$ cat src/rtl/sub_pkg.sv
// Shared definitions for the bit-serial subtractor and its helper cells.
package sub_pkg;

    typedef enum logic [1:0] {
        IDLE  = 2'd0,
        SHIFT = 2'd1,
        DONE  = 2'd2
    } state_t;

    localparam int DEFAULT_WIDTH = 8;
    localparam int DEFAULT_CNT_W = $clog2(DEFAULT_WIDTH + 1);

    // Counter must hold the value WIDTH itself, hence the +1.
    function automatic int cnt_width(input int width);
        return $clog2(width + 1);
    endfunction

endpackage

$ cat src/rtl/full_sub_bit.sv
// Combinational one-bit full subtractor: x - y - bin.
module full_sub_bit (
    input  logic x,
    input  logic y,
    input  logic bin,
    output logic d,
    output logic bo
);

    assign d  = x ^ y ^ bin;
    assign bo = (~x & y) | (~(x ^ y) & bin);

endmodule

$ cat src/rtl/serial_sub8.sv
// Bit-serial A - B, LSB first, with a registered borrow and a start/busy/done handshake.
module serial_sub8
    import sub_pkg::*;
#(
    parameter int WIDTH = DEFAULT_WIDTH
) (
    input  logic             clk,
    input  logic             rst,
    input  logic             start,
    input  logic [WIDTH-1:0] a,
    input  logic [WIDTH-1:0] b,
    output logic             busy,
    output logic             done,
    output logic [WIDTH-1:0] diff,
    output logic             bout,
    output logic             ovf,
    output logic             zero
);

    localparam int CW = cnt_width(WIDTH);

    state_t           state_q, state_d;
    logic [CW-1:0]    count_q, count_d;
    logic             borrow_q, borrow_d;
    logic [WIDTH-1:0] sa_q, sa_d;
    logic [WIDTH-1:0] sb_q, sb_d;
    logic             sa_msb_q, sa_msb_d;
    logic             sb_msb_q, sb_msb_d;
    logic [WIDTH-1:0] diff_q, diff_d;
    logic             bout_q, bout_d;
    logic             ovf_q, ovf_d;
    logic             zero_q, zero_d;

    logic             bit_d;
    logic             bit_bo;

    full_sub_bit u_bit (
        .x   (sa_q[0]),
        .y   (sb_q[0]),
        .bin (borrow_q),
        .d   (bit_d),
        .bo  (bit_bo)
    );

    always_ff @(posedge clk or posedge rst) begin
        if (rst) begin
            state_q  <= IDLE;
            count_q  <= '0;
            borrow_q <= 1'b0;
            sa_q     <= '0;
            sb_q     <= '0;
            sa_msb_q <= 1'b0;
            sb_msb_q <= 1'b0;
            diff_q   <= '0;
            bout_q   <= 1'b0;
            ovf_q    <= 1'b0;
            zero_q   <= 1'b0;
        end else begin
            state_q  <= state_d;
            count_q  <= count_d;
            borrow_q <= borrow_d;
            sa_q     <= sa_d;
            sb_q     <= sb_d;
            sa_msb_q <= sa_msb_d;
            sb_msb_q <= sb_msb_d;
            diff_q   <= diff_d;
            bout_q   <= bout_d;
            ovf_q    <= ovf_d;
            zero_q   <= zero_d;
        end
    end

    always_comb begin
        state_d  = state_q;
        count_d  = count_q;
        borrow_d = borrow_q;
        sa_d     = sa_q;
        sb_d     = sb_q;
        sa_msb_d = sa_msb_q;
        sb_msb_d = sb_msb_q;
        diff_d   = diff_q;
        bout_d   = bout_q;
        ovf_d    = ovf_q;
        zero_d   = zero_q;

        unique case (state_q)
            IDLE: begin
                if (start) begin
                    sa_d     = a;
                    sb_d     = b;
                    sa_msb_d = a[WIDTH-1];
                    sb_msb_d = b[WIDTH-1];
                    borrow_d = 1'b0;
                    count_d  = '0;
                    state_d  = SHIFT;
                end
            end
            SHIFT: begin
                diff_d   = {bit_d, diff_q[WIDTH-1:1]};
                sa_d     = sa_q >> 1;
                sb_d     = sb_q >> 1;
                borrow_d = bit_bo;
                count_d  = count_q + 1'b1;
                // Flags are only refreshed on the final bit, so they hold the
                // previous result while the new difference is shifting in.
                if (count_q == CW'(WIDTH - 1)) begin
                    state_d = DONE;
                    bout_d  = bit_bo;
                    ovf_d   = (sa_msb_q != sb_msb_q) && (bit_d != sa_msb_q);
                    zero_d  = (diff_d == '0);
                end
            end
            DONE: begin
                state_d = IDLE;
            end
            default: begin
                state_d = IDLE;
            end
        endcase
    end

    assign busy = (state_q == SHIFT);
    assign done = (state_q == DONE);
    assign diff = diff_q;
    assign bout = bout_q;
    assign ovf  = ovf_q;
    assign zero = zero_q;

endmodule

$ cat config.mk
export PLATFORM = sky130hd
export DESIGN_NAME = serial_sub8
export DESIGN_NICKNAME = d
export VERILOG_FILES = /design/src/rtl/sub_pkg.sv /design/src/rtl/full_sub_bit.sv /design/src/rtl/serial_sub8.sv
export SDC_FILE = /design/constraint.sdc
export NUM_CORES = 1
export LEC_CHECK = 0
export ABC_AREA = 1
export CORE_AREA = 2 2 53 91
export CTS_CLUSTER_DIAMETER = 40
export DETAILED_ROUTE_END_ITERATION = 12
export DIE_AREA = 0 0 55 93
export HOLD_SLACK_MARGIN = 0.06
export PLACE_DENSITY = 0.65
export SLEW_MARGIN = 10
export SYNTH_ARGS = -nofsm -noshare
export SYNTH_HDL_FRONTEND = slang
export SYNTH_SLANG_ARGS = --single-unit
export TNS_END_PERCENT = 10
$ cat constraint.sdc
create_clock -name clk -period 1.25 [get_ports clk]
set_input_delay 0.3125 -clock clk [delete_from_list [all_inputs] [get_ports clk]]
set_output_delay 0.3125 -clock clk [all_outputs]
set_load 0.01 [all_outputs]
======== After elaboration in Yosys (flattened, before gate mapping) ========
Index checks and enable logic that the tools add are counted.
word-level totals
  latch bits .............................. 0
  ROM bits ................................ 0
  bits in writable memories ............... 0
  output and inout port bits .............. 13
  memories ................................ 0
  bits in registers ....................... 36
cells by class
  $lt $le $gt $ge ......................... 0
  reduce and logical (&&, ||, !) cells .... 8
  add/sub/neg operators ................... 1
  muxes and demuxes ....................... 11
  div/mod/pow operators ................... 0
  multipliers ............................. 0
  eq/ne operators ......................... 7
  bitwise logic cells ..................... 7
  shifts and indexed selects .............. 0
operators by type and width
  kind                   count
  $pmux W8 S2            2
  $mux W8                2
  $logic_not A8 Y1       1
  $pmux W4 S2            1
  $reduce_and A2 Y1      4
  $add A4 B1 Y4 const B  1
  $eq A4 B3 Y1 const B   1
  $mux W2                2
  $mux W4                1
  $pmux W2 S2            1
  $and A1 B1 Y1          2
  $eq A2 B1 Y1 const B   1
  $eq A2 B2 Y1 const B   1
  $logic_not A2 Y1       1
  $ne A1 B1 Y1           2
  $ne A2 B1 Y1 const B   1
  $ne A2 B2 Y1 const B   1
  $not A1 Y1             2
  $pmux W1 S2            1
  $reduce_bool A2 Y1     1
  $xor A1 B1 Y1          2
  $logic_and A1 B1 Y1    1
  $mux W1                1
  $or A1 B1 Y1           1

======== Logic depth before layout (Yosys ltp) ========
  word-level depth ........................ 5
  gate-level depth with buffers ........... 7

======== Hierarchy ========
Synthesis repeated with hierarchy kept, for this count alone.
second synthesis, totals
  cell total of the unflattened synthesis .. 220
  area, all modules ....................... 1714.1 sq um
by module, submodules not included
  module        cells an instance  seq. area each (sq um)  times used  area an instance (sq um)
  serial_sub8   216                900.9                   1           1682.9
  full_sub_bit  4                  0.0                     1           31.3

======== Least setup slack after synthesis ========
Ideal clock, no wire load.
  path kind ............................... flip-flop to flip-flop
  from .................................... register sb_q[0]
  to ...................................... register ovf_q, in the netlist ovf
  path slack .............................. -36 ps
  cell stages (with the launch flop) ...... 8
  data arrival time ....................... 1170 ps
  required time ........................... 1134 ps
  buffers on the path ..................... 0
  cells stage by stage .................... dfrtp_1 -> inv_1 -> fa_1 -> inv_1 -> nand3_1 -> nand2_1 -> nand2_1 -> nand2_1
on the way
  word-level cells in the longest chain between the ends .. 4
ends and longest elaborated chain
  element                     line                RTL
  from (decl)                 serial_sub8.sv:26   logic [WIDTH-1:0] sb_q, sb_d;
  from (signal assigned)      serial_sub8.sv:51   sb_q <= '0;
  from (signal assigned)      serial_sub8.sv:63   sb_q <= sb_d;
  $xor A1 B1 Y1 (2 in a row)  full_sub_bit.sv:10  assign d = x ^ y ^ bin;
  net bit_d                   serial_sub8.sv:34   logic bit_d;
  $ne A1 B1 Y1                serial_sub8.sv:109  ovf_d = (sa_msb_q != sb_msb_q) && (bit_d != sa_msb_q);
  $logic_and A1 B1 Y1         serial_sub8.sv:109
  to (signal assigned)        serial_sub8.sv:68   ovf_q <= ovf_d;
  to (decl)                   serial_sub8.sv:31   logic ovf_q, ovf_d;
The timed path passes the listed nets, and every way through them passes these cells.
A chain may end at the register's enable or synchronous reset.

======== Final worst setup path ========
  from .................................... register state_q[1]
  to ...................................... output busy
on the way
  word-level cells in the longest chain between the ends .. 1
ends and longest elaborated chain
  element                 line                RTL
  from (decl)             serial_sub8.sv:22   state_t state_q, state_d;
  from (signal assigned)  serial_sub8.sv:59   state_q <= state_d;
  $eq A2 B1 Y1            serial_sub8.sv:122  assign busy = (state_q == SHIFT);
  to (decl)               serial_sub8.sv:12   output logic busy,
Every way passes these cells.

==> results_dict.tcl <==
set metrics [dict create \
    fmax_mhz 708.7 \
    cp_max_fo 2 \
    worstReg2RegStart "borrow_q" \
    path_clk_slew_ns 0.07 \
    worstRegToRegCells 7 \
    crit_type "register to output port" \
    synth_area_um2 1690 \
    clock_tree.root_cell "clkbuf_8" \
    worstMarginPinSlew_ns 0.2674 \
    finalPower_mw 5.744 \
    final_cell_mix "nand2_1, dfrtp_1, nor2_1" \
    io_buffers 31 \
    fp.coreArea_um2 4404 \
    holdWs_ns 0.3689 \
    synth_area_leader_cell "dfrtp_1" \
    crit_chain "buf_4 -> nor2_4 -> buf_6" \
    p_seq_share_pct 34.7 \
    hpwlAfterDp_um 2709 \
    violations "setup timing" \
    die_h_um 93 \
    final_common_cell "nand2_1" \
    power_leakage_nw 1.241 \
    rrSetupSlack_ns -0.12 \
    rsz0062_at_grt "true" \
    cts-buffers-inserted 5 \
    cellPowerDensity_nw_per_um2 2441 \
    cts_tree "done" \
    hold_path_class "primary input to asynchronous set/reset pin" \
    ys_ff_latch 36 \
    cp_data_arrival_time_ns 1.10 \
    ctsHtreeMaxLevel 2 \
    post-route-util_pct 53.44 \
    layout.nets 289 \
    start_kind "register" \
    syn-num-nets 230 \
    maxCapViolations 0 \
    vias 1511 \
    pwr-share-comb_pct 51.8 \
    fin_worst_skew_ns 0.004764 \
    clk_path_buf_depth 2 \
    die_area_um2 5115 \
    drv_slew 0 \
    drive_above_1_share_pct 24.25 \
    peakVddDrop_mv 1.385 \
    cts_sinks 36 \
    grt_max_degree 37 \
    syn_inst 209 \
    ys_seq_area_share_pct 53.29 \
    finalWirelength_um 3949 \
    cp.required_ns 0.94 \
    via_per_inst 4.737 \
    gr-total-overflow 0 \
    synthTopCellsByArea "dfrtp_1, nand2_1, nand3_1" \
    crit_start "state_q[1]" \
    yosys_warnings 0 \
    dr.pass1.iters 5 \
    synth.avg_cell_area_um2 8.088 \
    grt_antenna_before_repair 0 \
    p_sw_share_pct 39.55 \
    gp_congestion 0.7670 \
    relSlewSlack_pct 82.11 \
    cp_slowest_cell "dfrtp_1" \
    layout.cells.non_filler 319 \
    r2r-end "ovf" \
    synth_top_area_share_pct 53.29 \
    p_switching_mw 2.272 \
    initial_core_util_pct 38.38 \
    antenna_cells 0 \
    drt_iter0_markers 27 \
    wl_per_cell_um 12.38 \
    worst_setup_path_end_kind "output port" \
    placed_cells 307 \
    max_stage_delay_ns 0.38 \
    pwr-share-clk_pct 13.5 \
    route.detailed.drc 0 \
    setup_viol 5 \
    intPower_mw 3.473 \
    status "complete, but fails checks" \
    grtUsageTotal_pct 18.03 \
    die_x_um 55 \
    grt_pass1_wl_um 6568 \
    syn2layout_area_growth_pct 39.23 \
    postRouteAntennaNets 0 \
    clk_latency_ns 0.29 \
    rows 32 \
    grt_pass1_vias 1506 \
    hold_violations 0 \
    hold_buffers 0 \
    synth_cell_type_count 19 \
    timing.final.crit_share_pct 112.9 \
    min_period_ns 1.411 \
    layout_setup_ws_ns -0.1611 \
    finalSetupTns_ns -0.4960 \
    design.portCount 32 \
]
==> sequential cells by signal, indices dropped and copies added, names as in the netlist <==
register  cells
bout          1
zero          1
state_q       2
sb_msb_q      1
sb_q          8
borrow_q      1
diff          8
sa_q          8
count_q       4
ovf           1
sa_msb_q      1
==> power by group through the flow <==
| stage | registers (mW) | logic, mW | clock network, mW |
|---|---|---|---|
| finish | 1.99 | 2.98 | 0.777 |
| global route | 2.06 | 3.36 | 0.845 |
| CTS | 1.99 | 2.75 | 0.798 |
| detailed placement | 2.00 | 2.70 | 0 |
| global placement | 1.98 | 2.65 | 0 |
| floorplan | 2.08 | 1.49 | 0 |
==> critical path, delay by kind of cell (launching register included) <==
family,cells,cell delay (ns)
buf+inv,2,0.27
flops,1,0.38
simple gates,1,0.16
==> layout make-up <==
| type | instances | area [um^2] |
|---|---|---|
| clock buffers | 6 | 72.57 |
| clock inverters | 1 | 5.005 |
| fillers | 446 | 2051 |
| inverters | 18 | 67.56 |
| multi-input cells | 147 | 708.2 |
| flip-flops and latches | 36 | 900.9 |
| well taps | 51 | 63.81 |
| repair buffers | 60 | 535.5 |
==> worst max path at each step <==
stage                     slack [ns]        to  cells after the start
after CTS                      -0.15      busy                      3
after detailed placement       -0.22  sb_msb_q                      6
after floorplan                -0.03       ovf                      7
after global routing           -0.21       ovf                      7
final                          -0.16      busy                      3
after global placement         -0.19   sa_q[2]                      5
==> Yosys cell counts, drive strengths merged <==
cell type,n
fa,1
o21ai,15
inv,18
clkbuf,1
nand3,22
buf,7
nand2,77
dfrtp,36
a21oi,1
o22ai,1
ha,1
nor2,29
==> cell families after synthesis <==
| kind of cell | after synthesis | share of synthesized area, % |
|---|---|---|
| flops | 36 | 53.29 |
| compound gates | 17 | 5.699 |
| fa+ha+maj | 2 | 1.924 |
| simple gates | 128 | 31.53 |
| buf+inv | 26 | 7.549 |
==> timing repair <==
item / in CTS / in global routing
endpoints found under the setup margin: 44 / 34
cloned: 0 / 1
gates resized for setup: 44 / 28
setup buffers: 1 / 3
pin swaps: 1 / 5
==> routing by layer <==
layer	routed length [um]	GRT usage, %	vias up
met5	0	0	-
met4	112	9.146	0
met3	134	4.633	7
met2	2164	30.85	31
met1	1537	19.33	706
li1	-	-	767
==> through the flow <==
step,setup slack [ns],cell area [um^2]
after floorplan,-0.02544,1690
after global placement,-0.1868,2197
after detailed placement,-0.2189,2197
after CTS,-0.1536,2305
after global routing,-0.2059,2354
final,-0.1611,2354
Power figures use the tool's default switching activity.
